===== src/rtl/keypad_pkg.sv =====
// keypad_pkg: shared event FSM encoding, row drive table and queue depth (KEYPAD_FIFO_EN selects depth 4)
package keypad_pkg;
  typedef enum logic {IDLE, EMIT} ev_state_t;
  localparam logic [15:0] ROW_ONEHOT = 16'b1000_0100_0010_0001;
`ifdef KEYPAD_FIFO_EN
  localparam int FIFO_DEPTH = 4;
`else
  localparam int FIFO_DEPTH = 1;
`endif
  function automatic logic [3:0] lowest_index(input logic [15:0] m);
    logic [3:0] r;
    r = 4'd0;
    for (int i = 15; i >= 0; i--) if (m[i]) r = 4'(i);
    return r;
  endfunction
endpackage


===== src/rtl/keypad_event_fifo.sv =====
// keypad_event_fifo: key event queue, 4-entry FIFO with KEYPAD_FIFO_EN, single holding register otherwise
module keypad_event_fifo
  import keypad_pkg::*;
(
  input  logic       clk,
  input  logic       reset,
  input  logic       push,
  input  logic       pop,
  input  logic [3:0] din,
  output logic [3:0] dout,
  output logic       valid,
  output logic       overflow
);
  logic pop_ok, full, acc;
  assign pop_ok = pop && valid;
  assign acc = push && (!full || pop_ok);
  // a push is dropped only when the queue is full and nothing leaves this cycle
  always_ff @(posedge clk) overflow <= reset ? 1'b0 : push && full && !pop_ok;
`ifdef KEYPAD_FIFO_EN
  logic [3:0] mem [FIFO_DEPTH];
  logic [1:0] rd, wr;
  logic [2:0] cnt;
  assign full = cnt == 3'(FIFO_DEPTH);
  assign valid = cnt != 3'd0;
  assign dout = mem[rd];
  // circular buffer; head entry stays put until popped
  always_ff @(posedge clk)
    if (reset) begin
      for (int i = 0; i < FIFO_DEPTH; i++) mem[i] <= 4'd0;
      rd <= 2'd0;
      wr <= 2'd0;
      cnt <= 3'd0;
    end else begin
      if (acc) mem[wr] <= din;
      wr <= wr + 2'(acc);
      rd <= rd + 2'(pop_ok);
      cnt <= cnt + 3'(acc) - 3'(pop_ok);
    end
`else
  logic [3:0] hold;
  logic full_r;
  assign full = full_r;
  assign valid = full_r;
  assign dout = hold;
  // single holding register; refilled in the same cycle it is popped
  always_ff @(posedge clk)
    if (reset) begin
      hold <= 4'd0;
      full_r <= 1'b0;
    end else if (acc) begin
      hold <= din;
      full_r <= 1'b1;
    end else if (pop_ok) full_r <= 1'b0;
`endif
endmodule


===== src/rtl/keypad_scanner.sv =====
// keypad_scanner: 4x4 matrix scanner with debounce and key press event queue (define KEYPAD_FIFO_EN for a 4-entry queue)
module keypad_scanner
  import keypad_pkg::*;
#(
  parameter int SCAN_DIV = 5000,
  parameter int DEBOUNCE_SCANS = 4
) (
  input  logic        clk,
  input  logic        reset,
  output logic [3:0]  rows_n,
  input  logic [3:0]  cols_n,
  output logic [3:0]  key_code,
  output logic        key_valid,
  input  logic        key_ack,
  output logic [15:0] pressed,
  output logic        overflow
);
  localparam int DW = $clog2(SCAN_DIV + 1);
  localparam int CW = $clog2(DEBOUNCE_SCANS + 1);
  logic [3:0] c1, c2, code;
  logic [DW-1:0] div;
  logic [1:0] row;
  logic [11:0] snap;
  logic [15:0] prev, scan, rise, pending, pending_nxt, low;
  logic [CW-1:0] cnt, cnt_nxt;
  logic last, done, upd, push;
  ev_state_t state, state_nxt;
  assign rows_n = ~ROW_ONEHOT[{row, 2'b00} +: 4];
  assign last = div == DW'(SCAN_DIV - 1);
  assign done = last && row == 2'd3;
  assign scan = {~c2, snap};
  assign cnt_nxt = scan != prev ? CW'(1) : cnt == CW'(DEBOUNCE_SCANS) ? cnt : cnt + 1'b1;
  assign upd = done && cnt_nxt == CW'(DEBOUNCE_SCANS);
  assign rise = upd ? scan & ~pressed : 16'd0;
  assign low = pending & (~pending + 16'd1);
  assign code = lowest_index(pending);
  // two-flop synchronizer for the asynchronous column inputs
  always_ff @(posedge clk)
    if (reset) {c1, c2} <= 8'hFF;
    else {c1, c2} <= {cols_n, c1};
  // row walk; columns are captured on the last count of each row (row 3 goes straight into the scan)
  always_ff @(posedge clk)
    if (reset) begin
      div <= '0;
      row <= 2'd0;
      snap <= 12'd0;
    end else begin
      div <= last ? '0 : div + 1'b1;
      if (last) begin
        row <= row + 2'd1;
        snap <= (snap & ~(12'hF << {row, 2'b00})) | (12'(~c2) << {row, 2'b00});
      end
    end
  // debounce: accept a key map once DEBOUNCE_SCANS consecutive scans agree
  always_ff @(posedge clk)
    if (reset) begin
      prev <= 16'd0;
      cnt <= '0;
      pressed <= 16'd0;
    end else if (done) begin
      prev <= scan;
      cnt <= cnt_nxt;
      if (upd) pressed <= scan;
    end
  // event FSM next state: drain pending presses lowest index first, one per cycle
  always_comb begin
    push = state == EMIT && |pending;
    pending_nxt = (pending & ~(push ? low : 16'd0)) | rise;
    state_nxt = state == IDLE ? (|pending ? EMIT : IDLE) : (|pending_nxt ? EMIT : IDLE);
  end
  // event FSM state and pending mask
  always_ff @(posedge clk)
    if (reset) begin
      state <= IDLE;
      pending <= 16'd0;
    end else begin
      state <= state_nxt;
      pending <= pending_nxt;
    end
  keypad_event_fifo u_fifo (
    .clk(clk),
    .reset(reset),
    .push(push),
    .pop(key_ack),
    .din(code),
    .dout(key_code),
    .valid(key_valid),
    .overflow(overflow)
  );
endmodule


===== config.mk =====
export PLATFORM = sky130hd
export DESIGN_NAME = keypad_scanner
export DESIGN_NICKNAME = d
export VERILOG_FILES = /design/src/rtl/keypad_pkg.sv /design/src/rtl/keypad_event_fifo.sv /design/src/rtl/keypad_scanner.sv
export SDC_FILE = /design/constraint.sdc
export NUM_CORES = 1
export LEC_CHECK = 0
export ABC_AREA = 1
export ABC_CLOCK_PERIOD_IN_PS = 2320
export CORE_UTILIZATION = 55
export CTS_CLUSTER_SIZE = 16
export DETAILED_ROUTE_END_ITERATION = 16
export GPL_TIMING_DRIVEN = 0
export PLACE_DENSITY_LB_ADDON = 0.15
export REMOVE_ABC_BUFFERS = 1
export SLEW_MARGIN = 20
export SYNTH_ARGS = -nofsm -noshare
export SYNTH_HDL_FRONTEND = slang
export SYNTH_SLANG_ARGS = --single-unit

===== constraint.sdc =====
create_clock -name clk -period 2.32 [get_ports clk]
set_input_delay 0.464 -clock clk [delete_from_list [all_inputs] [get_ports clk]]
set_output_delay 0.464 -clock clk [all_outputs]
set_load 0.03 [all_outputs]

# Word-level counts from Yosys, hierarchy flattened

Cells that the tools add are included.

Bits in registers: 93
Bits in writable memories: 0
Memories kept: 0
Word-level logic and storage cells: 78
Input bits: 7
Latch bits: 0
Output and inout port bits: 26
Memory bits (read-only): 0

$lt $le $gt $ge: 0
Shift-type cells: 3
Multiplexer cells: 25
Reduce and logical (&&, ||, !) cells: 15
Bitwise logic cells: 13
Equality and inequality tests: 5
Add/sub/neg operators: 4
Divide/modulo/power cells: 0
$mul: 0

Operator list:

| cell                      | number |
|---|---|
| $mux W4                   | 16 |
| $and A16 B16 Y16          | 3 |
| $not A16 Y16              | 3 |
| $mux W16                  | 2 |
| $reduce_or A16 Y1         | 2 |
| $add A16 B1 Y16 const B   | 1 |
| $ne A16 B16 Y1            | 1 |
| $or A16 B16 Y16           | 1 |
| $shiftx A16 B5 Y4 const A | 1 |
| $add A13 B1 Y13 const B   | 1 |
| $eq A13 B13 Y1 const B    | 1 |
| $and A12 B12 Y12          | 1 |
| $not A12 Y12              | 1 |
| $not A4 Y12               | 1 |
| $or A12 B12 Y12           | 1 |
| $shl A12 B4 Y12           | 1 |
| $shl A4 B4 Y12 const A    | 1 |
| $not A4 Y4                | 2 |
| $logic_and A1 B1 Y1       | 7 |
| $eq A3 B3 Y1 const B      | 2 |
| $mux W3                   | 2 |
| $mux W1                   | 5 |
| $add A3 B1 Y3 const B     | 1 |
| $add A2 B1 Y2 const B     | 1 |
| 6 further kinds           | 7 |

# Logic depth before layout (Yosys ltp)

Gate-level depths: netlist of run 1.

Depth after elaboration: 16
Gate-level depth with buffers: 17
Gate-level depth less buffers: 16

# Hierarchy

Synthesis of run 1 repeated with hierarchy kept, for this count alone.

Cell total of the unflattened synthesis: 622
Area total of the unflattened synthesis: 4,381.7 sq um

Modules (own cells, without submodules):

| module            | area each (sq um) | cells an instance | seq. area each (sq um) | instances |
|---|---|---|---|---|
| keypad_scanner    | 4,131.5           | 589               | 1,741.7                | 1 |
| keypad_event_fifo | 250.2             | 33                | 120.1                  | 1 |

# Least setup slack after synthesis of run 1

No wires, ideal clock.

Path type: register to register
Start: register div[0]
End: register state
Required time: 2.264 ns
Setup slack: 0.514 ns
Data arrival time: 1.750 ns
Buffers on the path: 1
Clock period less this slack: 1.806 ns
Cell stages (with the launch flop): 15
Library setup time: 0.056 ns
Path through: dfxtp_1 > ha_1 > inv_1 > nor3_1 > nand4_1 > nor2_1 > clkbuf_8 > nand3_1 > nand2_1 > nor2_1 > nand2_1 > nor2_1 > nand3_1 > nand2_1 > inv_1

Cells in the longest elaborated chain, start to end: 8

Ends and longest elaborated chain:

| what                     | RTL line             | RTL |
|---|---|---|
| start: declaration       | keypad_scanner.sv:21 | `logic [DW-1:0] div;` |
| start signal: assignment | keypad_scanner.sv:48 | `div <= last ? '0 : div + 1'b1;` |
| $eq A13 B13 Y1           | keypad_scanner.sv:29 | `assign last = div == DW'(SCAN_DIV - 1);` |
| $logic_and A1 B1 Y1      | keypad_scanner.sv:30 | `assign done = last && row == 2'd3;` |
| $logic_and A1 B1 Y1      | keypad_scanner.sv:33 | `assign upd = done && cnt_nxt == CW'(DEBOUNCE_SCANS);` |
| $mux W16                 | keypad_scanner.sv:34 | `assign rise = upd ? scan & ~pressed : 16'd0;` |
| $or A16 B16 Y16          | keypad_scanner.sv:68 | `pending_nxt = (pending & ~(push ? low : 16'd0)) \| rise;` |
| $reduce_or A16 Y1        | keypad_scanner.sv:69 | `state_nxt = state == IDLE ? (\|pending ? EMIT : IDLE) : (\|pending_nxt ? EMIT : IDLE);` |
| $mux W1 (2 in a row)     | keypad_scanner.sv:69 |  |
| end signal: assignment   | keypad_scanner.sv:77 | `state <= state_nxt;` |
| end: declaration         | keypad_scanner.sv:27 | `ev_state_t state, state_nxt;` |

Every way passes these cells.
A chain may end at the register's enable or synchronous reset.

# Worst setup path in the final report of run 1

Start: register snap[0]
End: register state

Cells in the longest elaborated chain, start to end: 9
Elaborated cells between the ends (all ways): 10
Classes of those cells: 2 x eq/ne; 4 x mux; 2 x bitwise; 2 x reduce/logical

Ends and longest elaborated chain:

| what                     | RTL line             | RTL |
|---|---|---|
| start: declaration       | keypad_scanner.sv:23 | `logic [11:0] snap;` |
| start signal: assignment | keypad_scanner.sv:51 | `snap <= (snap & ~(12'hF << {row, 2'b00})) \| (12'(~c2) << {row, 2'b00});` |
| $ne A16 B16 Y1           | keypad_scanner.sv:32 | `assign cnt_nxt = scan != prev ? CW'(1) : cnt == CW'(DEBOUNCE_SCANS) ? cnt : cnt + 1'b1;` |
| $mux W3                  | keypad_scanner.sv:32 |  |
| $eq A3 B3 Y1             | keypad_scanner.sv:33 |  |
| $logic_and A1 B1 Y1      | keypad_scanner.sv:33 |  |
| $mux W16 *               | keypad_scanner.sv:34 |  |
| $or A16 B16 Y16 *        | keypad_scanner.sv:68 |  |
| $reduce_or A16 Y1 *      | keypad_scanner.sv:69 |  |
| $mux W1 * (2 in a row)   | keypad_scanner.sv:69 |  |

Every way passes the cells marked *; elsewhere a longest branch is shown, timed or not.

==> metrics.yaml, run 1 <==
finish:
  diodes: 0
  mostFrequentLayoutCells: "nand2_1 (145), dfxtp_1 (90), a21oi_1 (75)"
  multi_input_area_um2: 2030
  nNetsFinal: 651
  seq_area_um2: 1870
  nFillCells: 638
  areaGrowthSynthToFinish_pct: 15.1
  stdcell_count: 741
  final_common_cell: "nand2_1"
  layout-drive-gt1-share_pct: 8.57
logic_synthesis:
  synth_area_um2: 4230
  synth_seq_cells: 93
  synth_cells: 605
  synth.distinct_cells: 34
  yosysWarnings: 0
  ys_seq_area_share_pct: 44.0
  avgSynthCellArea_um2: 6.99
sta:
  worst_slew_pin_slew_ns: 0.688
  final.min_clock_period_ns: 2.23
  rsz0062_at_grt: "false"
  holdWs_ns: 0.414
  skew_ns: 0.0124
  drv_slew: 0
  fmax_ghz: 0.448
  setup_viol: 0
  hold_violations: 0
  relSlewSlack_pct: 54.1
  finalCritPeriodShare_pct: 96.1
drt:
  ant_nets: 0
  vias_per_cell: 5.33
  drtIter0Drc: 226
  drtPass1Iterations: 4
  wl_um: 9720
  vias: 3949
  drc: 0
  wire_per_inst_um: 13.1
critical_path:
  arrival_ns: 2.53
  max_stage_delay_ns: 0.41
  critical_path.max_fanout: 12
  r2r_cells: 17
  startpoint_type: "flip-flop"
  critPathSlowestCell: "dfxtp_1"
  r2r-end: "state"
  r2r_slack_ns: 0.09
  path_class: "flip-flop to flip-flop"
  worst-path-buf-inv: 3
  cp-end-kind: "flip-flop"
  crit_chain: "inv_2, nand2_1, nand2_1, nor2_1, nand2_1, nor2_2, nand4_1, nor2_4, buf_4, nand3_1, nand2_1, nor2_1, nand2_1, nor2_1, nand3_1, nand2_1, inv_1"
  timing.rr.start: "snap[0]"
  timing.critical_path.mode_cell: "nand2_1"
  cp.required_ns: 2.62
  path_delay_family: "simple AND/OR/NAND/NOR gates"
global_routing:
  grt_start_max_net_pins: 43
  grt_pass1_wl_um: 16700
  antenna_found_initial: 0
  grt_usage_pct: 25.4
  overflow: 0
  grt_pass1_vias: 3549
clock_network:
  cts_buffers: 9
  htree_levels: 3
  clk_pin_slew_worst_paths_ns: 0.09
  cts_sinks: 93
  insertion_delay_ns: 0.35
  cts-root-buf: "clkbuf_8"
  cts_buffer_depth: 2
  cts_tree: "yes"
placed_design:
  dp_cells: 721
  place_congestion: 0.920
  dp.final_hpwl_um: 7070
  portBuffers: 32
power:
  cellPowerDensity_nw_per_um2: 564
  irDropWorstVdd_uv: 333
  switching_share_pct: 21.3
  p_comb_share_pct: 2.7
  pwr-share-seq_pct: 58.8
  p_sw_w: 0.000585
  p_leak_nw: 2.00
  intPower_w: 0.00216
  clkPwrFrac_pct: 38.5
worst_hold_path:
  min_path_cells: 1
  worstHoldStart: "c1[3]"
  hold_path_class: "flip-flop to flip-flop"
  min_to: "c2[3]"
die:
  rows: 31
  die_height_um: 89.7
  coreArea_um2: 7330
  die_w_um: 89.7
  boundaryPins: 33
  dieArea_um2: 8050
  start_util_pct: 57.7
run:
  cap_violations: 0
outcome:
  status: "complete, no violations"
[per-layer routing]
layer  vias to the layer above  routed length [µm]  GRT usage, %
met5                         -                   0             0
met4                         0                 106          6.97
met2                        86                4690          43.8
met3                         9                 343          3.30
met1                      1842                4590          33.5
li1                       2012                   -             -
[logic make-up (layout without fill, tap and decap cells)]
group | after synthesis | count (layout) | share of synthesized area (%)
fa+ha+maj | 7 | 7 | 2.07
compound gates | 127 | 127 | 15.4
simple gates | 282 | 282 | 28.5
xor+xnor | 8 | 8 | 1.66
buf+inv | 88 | 125 | 8.43
flops | 93 | 93 | 44.0
[through the flow]
stage	cell area, µm²	total power [W]	util [%]	TNS (ns)	setup slack [ns]
4_1_cts	4840	0.00277	66.0	0	0.0130
3_5_place_dp	4620	0.00173	63.0	-9.36	-0.631
5_1_grt	4870	0.00287	66.4	0	0.000122
3_3_place_gp	4590	0.00172	62.6	-81.48	-2.02
2_1_floorplan	4140	0.00168	-	0	0.134
6_report	4870	0.00274	66.4	0	0.0895
[synthesized netlist by cell type]
library cell | number | area, µm²
nand2_4 | 1 | 11.3
inv_2 | 8 | 30.0
o31ai_1 | 1 | 7.51
o21bai_1 | 2 | 15.0
nor4_1 | 5 | 31.3
nor2_2 | 2 | 12.5
nand4_1 | 5 | 31.3
buf_6 | 2 | 22.5
a21oi_1 | 75 | 375
or2_2 | 11 | 68.8
nand3b_2 | 1 | 11.3
clkbuf_8 | 1 | 13.8
inv_1 | 62 | 233
xnor2_1 | 2 | 17.5
o21a_1 | 1 | 7.51
nand2_1 | 145 | 544
nor2_4 | 1 | 11.3
and3_1 | 2 | 12.5
ha_1 | 7 | 87.6
clkinv_2 | 1 | 5.00
nor3_2 | 1 | 10.0
nand3_1 | 22 | 110
clkbuf_1 | 14 | 52.6
a211oi_1 | 1 | 7.51
o21ai_1 | 4 | 20.0
and2_1 | 1 | 6.26
nor3b_1 | 2 | 15.0
o21ai_0 | 41 | 205
dfxtp_1 | 93 | 1860
xor2_1 | 6 | 52.6
nor2_1 | 71 | 267
nand3b_1 | 1 | 7.51
nor3_1 | 11 | 55.1
a31oi_1 | 2 | 12.5
[cell type report]
type	count	area share [%]
well taps	99	2.54
repair buffers	38	7.79
inverters	71	5.63
multi-input cells	424	41.8
clock buffers	12	2.98
flip-flops and latches	93	38.3
clock inverters	4	0.977
[flip-flops by register name, indices dropped and copies added (netlist names)]
register,cells
u_fifo.valid,1
snap,12
div,13
state,1
c2,4
pending,16
row,2
cnt,3
prev,16
pressed,16
u_fifo.overflow,1
c1,4
u_fifo.dout,4
[how the worst max path moves through the flow]
stage | from | endpoint | slack [ns] | depth (start not counted)
6_report | snap[0] | state | 0.09 | 17
5_1_grt | snap[0] | state | 0.0001 | 17
4_1_cts | row[1] | rows_n[1] | 0.01 | 4
3_5_place_dp | div[0] | state | -0.63 | 13
3_3_place_gp | reset | div[9] | -2.02 | 5
2_1_floorplan | div[0] | cnt[0] | 0.13 | 7
[power by group through the flow]
stage	registers [W]	clock network (W)	logic, W
after CTS	0.00161	0.00108	0.0000751
final	0.00161	0.00106	0.0000748
after global placement	0.00165	0	0.0000702
after global routing	0.00162	0.00117	0.0000852
after floorplan	0.00165	0	0.0000342
after detailed placement	0.00165	0	0.0000746
[timing repair]
| item | CTS | global route |
|---|---|---|
| endpoints found under the setup margin | 30 | 23 |
| resized for setup | 5 | 11 |
| hold buffers | 0 | 0 |
| pin swaps | 2 | 1 |
| endpoints found under the hold margin | 0 | 0 |
| setup buffers | 2 | 2 |
No activity file was read; power rests on OpenSTA's default activity.
==> inputs of run 2 (changes only) <==
--- a/config.mk
+++ b/config.mk
@@ -17,3 +17,4 @@
 export SYNTH_ARGS = -nofsm -noshare
 export SYNTH_HDL_FRONTEND = slang
 export SYNTH_SLANG_ARGS = --single-unit
+export TNS_END_PERCENT = 20
==> results of run 2 <==
No change in the layout: final DEF, timing and power equal those of run 1.
